File: config.mk
export PLATFORM = sky130hd
export DESIGN_NAME = reg_dump_unit
export DESIGN_NICKNAME = d
export VERILOG_FILES = /design/src/rtl/reg_dump_unit_pkg.sv /design/src/rtl/reg_dump_unit.sv
export SDC_FILE = /design/constraint.sdc
export NUM_CORES = 1
export LEC_CHECK = 0
export ABC_AREA = 1
export CORE_ASPECT_RATIO = 1.25
export CORE_MARGIN = 8
export CORE_UTILIZATION = 43
export CTS_BUF_LIST = sky130_fd_sc_hd__clkbuf_16
export DETAILED_ROUTE_END_ITERATION = 16
export GPL_ROUTABILITY_DRIVEN = 0
export GPL_TIMING_DRIVEN = 0
export PLACE_DENSITY = 0.87
export SYNTH_ARGS = -nofsm -noshare
export SYNTH_HDL_FRONTEND = slang
export SYNTH_SLANG_ARGS = --single-unit
File: constraint.sdc
create_clock -name clk -period 3.2 [get_ports clk]
set_input_delay 0.48 -clock clk [delete_from_list [all_inputs] [get_ports clk]]
set_output_delay 0.48 -clock clk [all_outputs]
set_load 0.01 [all_outputs]
File: src/rtl/reg_dump_unit_pkg.sv
// Shared debug definitions for the register-dump sequencer: word/select widths
// and the sequencer state encoding.
package reg_dump_unit_pkg;

    localparam int DBG_WORD_W = 32;
    localparam int DBG_SEL_W  = 4;

    typedef enum logic [1:0] {
        IDLE = 2'd0,
        SEL  = 2'd1,
        SEND = 2'd2
    } dump_state_e;

endpackage

File: src/rtl/reg_dump_unit.sv
// Debug register-dump sequencer: snapshots the instruction word plus R0..NREGS-1
// through the processor debug port and streams them out as a valid/ready frame.
module reg_dump_unit
    import reg_dump_unit_pkg::*;
#(
    parameter int NREGS  = 16,
    parameter bit HDR_EN = 1'b1
) (
    input  logic                  clk,
    input  logic                  reset_n,
    input  logic                  start,
    input  logic [DBG_WORD_W-1:0] DBtheRegVal,
    input  logic [DBG_WORD_W-1:0] machineValue,
    output logic [DBG_SEL_W-1:0]  DBtheReg,
    output logic [DBG_WORD_W-1:0] out_data,
    output logic                  out_valid,
    input  logic                  out_ready,
    output logic                  out_last,
    output logic                  busy,
    output logic                  halt_req
);

    localparam logic [DBG_SEL_W-1:0] LAST_IDX = DBG_SEL_W'(NREGS - 1);

    dump_state_e           r_state;
    logic [DBG_SEL_W-1:0]  r_idx;
    logic [DBG_WORD_W-1:0] r_data;
    logic                  r_valid;
    logic                  r_last;
    logic                  r_busy;
    logic                  r_hdr;

    logic w_fire;
    logic w_at_last;

    assign w_fire    = r_valid && out_ready;
    assign w_at_last = (r_idx == LAST_IDX);

    always_ff @(posedge clk or negedge reset_n) begin
        if (!reset_n) begin
            r_state <= IDLE;
            r_idx   <= '0;
            r_data  <= '0;
            r_valid <= 1'b0;
            r_last  <= 1'b0;
            r_busy  <= 1'b0;
            r_hdr   <= 1'b0;
        end else begin
            case (r_state)
                IDLE: begin
                    if (start) begin
                        r_idx  <= '0;
                        r_busy <= 1'b1;
                        if (HDR_EN) begin
                            r_data  <= machineValue;
                            r_hdr   <= 1'b1;
                            r_valid <= 1'b1;
                            r_last  <= 1'b0;
                            r_state <= SEND;
                        end else begin
                            r_state <= SEL;
                        end
                    end
                end
                SEL: begin
                    // The debug port has had a full cycle to settle on r_idx.
                    r_data  <= DBtheRegVal;
                    r_valid <= 1'b1;
                    r_last  <= w_at_last;
                    r_state <= SEND;
                end
                SEND: begin
                    if (w_fire) begin
                        r_valid <= 1'b0;
                        r_last  <= 1'b0;
                        if (r_hdr) begin
                            r_hdr   <= 1'b0;
                            r_state <= SEL;
                        end else if (w_at_last) begin
                            r_busy  <= 1'b0;
                            r_state <= IDLE;
                        end else begin
                            r_idx   <= r_idx + 4'd1;
                            r_state <= SEL;
                        end
                    end
                end
                default: begin
                    r_state <= IDLE;
                    r_valid <= 1'b0;
                    r_last  <= 1'b0;
                    r_busy  <= 1'b0;
                    r_hdr   <= 1'b0;
                end
            endcase
        end
    end

    assign DBtheReg  = r_idx;
    assign out_data  = r_data;
    assign out_valid = r_valid;
    assign out_last  = r_last;
    assign busy      = r_busy;
    assign halt_req  = r_busy;

endmodule

## Word level (Yosys, flattened, before mapping)

Index checks and enable logic that the tools add are counted.

| word-level totals | value |
|---|---|
| bits of input ports | 68 |
| bits in registers | 42 |
| word-level logic and storage cells | 48 |

| operators by class | value |
|---|---|
| eq/ne operators | 8 |
| reductions and logical operators | 9 |
| mux-type cells | 22 |
| bitwise logic cells | 1 |
| add/sub/neg operators | 1 |

Operators with widths:

| cell | count |
|---|---|
| case mux 32 bit (2 select lines) | 1 |
| 2-to-1 mux 32 bit | 1 |
| 2-to-1 mux 4 bit | 4 |
| case mux 1 bit (3 select lines) | 4 |
| inequality test 2 bit (second input constant) | 5 |
| AND reduction 5 bit | 2 |
| 2-to-1 mux 1 bit | 8 |
| case mux 4 bit (2 select lines) | 1 |
| case mux 2 bit (3 select lines) | 1 |
| adder 4 x 1 -> 4 bit (second input constant) | 1 |
| equality test 4 bit (second input constant) | 1 |
| 2-to-1 mux 2 bit | 2 |
| AND reduction 2 bit | 2 |
| nonzero test 2 bit | 2 |
| AND reduction 3 bit | 1 |
| equality test 2 x 1 -> 1 bit (second input constant) | 1 |
| equality test 2 bit (second input constant) | 1 |
| zero test 2 bit | 1 |
| logical AND 1 bit | 1 |
| NOT 1 bit | 1 |

## Longest topological paths before layout

| depth | value |
|---|---|
| depth in word-level cells | 5 |
| mapped depth | 8 |

## Worst setup path before layout

Ideal clock, no wire load.

| path | value |
|---|---|
| path kind | register to register |
| start | reg out_valid (netlist name) |
| end | reg r_data[26], in the netlist out_data[26] |
| setup slack | 1.953 ns |
| setup time | 0.122 ns |
| clock period less this slack | 1.247 ns |
| arrival time | 1.125 ns |
| stages on the path, launching flop included | 9 |
| buffers on the path | 2 |
| cells stage by stage | dfrtp_1 nor2_2 nand2_2 nand2_2 inv_2 buf_6 buf_8 nand2_1 o21ai_1 |

RTL lines:

| what | RTL line | text |
|---|---|---|
| end signal, assigned | reg_dump_unit.sv:55 | `r_data <= machineValue;` |
| end signal, assigned | reg_dump_unit.sv:67 | `r_data <= DBtheRegVal;` |
| end, declared | reg_dump_unit.sv:27 | `logic [DBG_WORD_W-1:0] r_data;` |

## Final worst setup path

| path | value |
|---|---|
| start | reg r_valid, in the netlist out_valid |
| end | out out_valid |

RTL lines:

| what | RTL line | text |
|---|---|---|
| start, declared | reg_dump_unit.sv:28 | `logic r_valid;` |
| start signal, assigned | reg_dump_unit.sv:44 | `r_valid <= 1'b0;` |
| start signal, assigned | reg_dump_unit.sv:57 | `r_valid <= 1'b1;` |
| start signal, assigned | reg_dump_unit.sv:68 | `r_valid <= 1'b1;` |
| end, declared | reg_dump_unit.sv:16 | `output logic out_valid,` |

No word-level cell between the ends.

==> results.toml <==
[clock_network]
ctsResizeCount = 0
post-cts-setup-buffer-count = 0
worst_skew_pair.late_latency_ps = 280
post_cts_hold_buffer_count = 0
cts_tree = "built"
worst_setup_hold_path_clk_slew_ps = 60
cts_made_buffers = 5
htree_num_levels = 2
max-clock-path-buffers = 2
cts.root.buffer_cell = "clkbuf_16"
clkSinkCount = 41

[route]
remaining_antenna_violation_count = 0
drt_iter0_markers = 37
via_count = 2161
detail_route.first_pass.iterations = 4
routed_wire_length_per_instance_um = 14.0
drc = 0
wirelength_um = 6350
via_per_inst = 4.78

[place]
detailedPlace.worstSlack_ps = 1330
io_buffers = 107
post-dp-hpwl_um = 5200
placedInstanceArea_um2 = 3330

[floorplanning]
width_of_the_chip_um = 79.4
floorplan.initialDensity = 0.435
row_count = 29
die_h_um = 95.3
placeableCoreArea_um2 = 4970
io_pins = 108
floorplan.die_area_um2 = 7570

[pwr]
switchingPower_w = 0.00114
power.density_nw_per_um2 = 867
power_frac_seq = 0.302
intPower_w = 0.00187
power_leakage_nw = 1.71
p_comb_frac = 0.542
peakVddDrop_uv = 490
switching_portion_of_total_power = 0.380
p_clk_frac = 0.156

[worst_setup_path]
worst_setup_path_start_kind = "flip-flop"
reg2reg_slack_ps = 1810
worstPathRequired_ps = 2720
critPathMaxFanout = 6
worst-setup-path-type = "reg2out"
critical_path.max_stage_delay_ps = 580
crit_chain = "clkdlybuf4s50_1"
critPathSlowestCell = "clkdlybuf4s50_1"
crit_family = "buffers and inverters"
count_of_buffering_cells_on_the_critical_path_with_inverters_included = 1
worstPathArrival_ps = 1310
crit_path_end_kind = "primary output"

[sta]
worst_slew_pin_slew_ps = 500
timing_max_transition_violations_final = 0
max_slew_margin = 0.667
setup-tns-final_ps = 0
worst_slack_ps = 1410
hold_violations = 0
grt_setup_unrepaired = "no"
max_clock_freq_ghz = 0.560
timing.final.crit_share = 0.558
setup_viol = 0
layout_skew_ps = 2.83
min_period_ps = 1790

[cells_and_area]
syn2layout_area_growth_pct = 60.5
num_antenna_cells = 0
final_cell_mix = "clkdlybuf4s50_1 (106), nand2_1 (89), dfrtp_1 (41)"
finish.net_count = 458
most_common_library_cell_in_the_layout_ignoring_fill_and_taps = "clkdlybuf4s50_1"
finalCoreUtilization = 0.698
fraction_of_layout_cells_with_a_size_suffix_above_1 = 0.113
finish.instance_area_um2 = 3470

[run_status]
run_status = "completed"

[global_routing]
grtUsageTotal = 0.176
vias_in_the_first_global_route = 2247
gr-total-overflow = 0
grt_antenna_before_repair = 0
pin_count_of_the_biggest_net_entering_global_routing = 23
grt_first_pass_wirelength_um = 10600

[logic_synthesis]
synth_warnings = 0
synth_area_per_cell_um2 = 7.89
syn-num-nets = 343
synth_largest_type_area_fraction = 0.475
synth_seq_cells = 41
netlist_area_um2 = 2160
dominant_cells_by_area_after_synthesis = "dfrtp_1 (47%), nand2_1 (15%), o21ai_0 (7.6%), inv_1 (6.9%), o21ai_2 (6.9%)"
synthDistinctLibCells = 19
ys_seq_area_frac = 0.475
synth_top_area_cell = "dfrtp_1"
synthCells = 274

[run]
maxCapViolations = 0

[hold_path]
hold_class = "in2async"
[state kept, by name, indices dropped and copies added (netlist names)]
register	cells
out_data	32
DBtheReg	4
busy	1
out_last	1
out_valid	1
r_hdr	1
r_state	1
[metrics by stage]
stage / hold slack (ps) / total power, W / std cells
floorplan: 184 / 0.00179 / 274
global placement: 465 / 0.00250 / 443
detailed placement: 471 / 0.00256 / 444
CTS: 176 / 0.00305 / 452
global route: 195 / 0.00324 / 452
finish: 163 / 0.00301 / 452
[worst register-to-register path, cell delays in order, from the launching register on]
cell	delay, ps
dfrtp_1	450
nor2_2	80
nand2_2	90
nand2_2	60
inv_2	60
clkbuf_1	370
o21ai_1	150
[Yosys cell counts, drive strengths merged]
master / number
a21oi: 2
buf: 13
clkbuf: 2
dfrtp: 41
ha: 1
inv: 42
nand2: 92
nand3: 4
nand3b: 1
nor2: 8
o21ai: 67
xnor2: 1
[layout make-up]
type | count | area (µm²)
Multi-Input combinational cell | 176 | 843
Clock inverter | 3 | 12.5
Clock buffer | 5 | 125
Sequential cell | 41 | 1030
Tap cell | 62 | 77.6
Timing Repair Buffer | 108 | 1090
Inverter | 42 | 158
Buffer | 15 | 135
Fill cell | 422 | 1500
[power groups by stage]
stage / clock (W) / combinational [W] / sequential (W)
after floorplan: 0 / 0.000787 / 0.00100
after global placement: 0 / 0.00160 / 0.000902
after detailed placement: 0 / 0.00165 / 0.000916
after CTS: 0.000478 / 0.00166 / 0.000910
after global routing: 0.000497 / 0.00181 / 0.000939
final: 0.000468 / 0.00163 / 0.000910
[final timing paths]
kind,from,endpoint,depth (start not counted)
setup / recovery,out_valid,out_valid,1
hold / removal,reset_n,out_data[1],1
setup reg to reg,out_valid,out_data[5],6
hold reg to reg,out_data[10],out_data[10],2
max in group asynchronous,reset_n,DBtheReg[0],2
min in group clk,out_data[10],out_data[10],2
[cells by family (layout without fill, tap and decap cells)]
family	count (synthesis)	count (layout)	synth area share
AO/OA/AOI/OAI	69	69	0.189
XOR/XNOR	1	1	0.00405
adder cells (fa/ha/maj)	1	1	0.00579
buffers and inverters	57	173	0.135
flip-flops	41	41	0.475
AND/OR/NAND/NOR	105	105	0.191
[metal layers]
| metal | vias up | share of wire | GRT usage |
|---|---|---|---|
| li1 | 1080 | - | - |
| met1 | 1002 | 0.34 | 0.174 |
| met2 | 74 | 0.53 | 0.315 |
| met5 | - | 0 | 0 |
| met3 | 5 | 0.12 | 0.0887 |
| met4 | 0 | 0.0077 | 0.0480 |
Power figures use the tool's default switching activity.
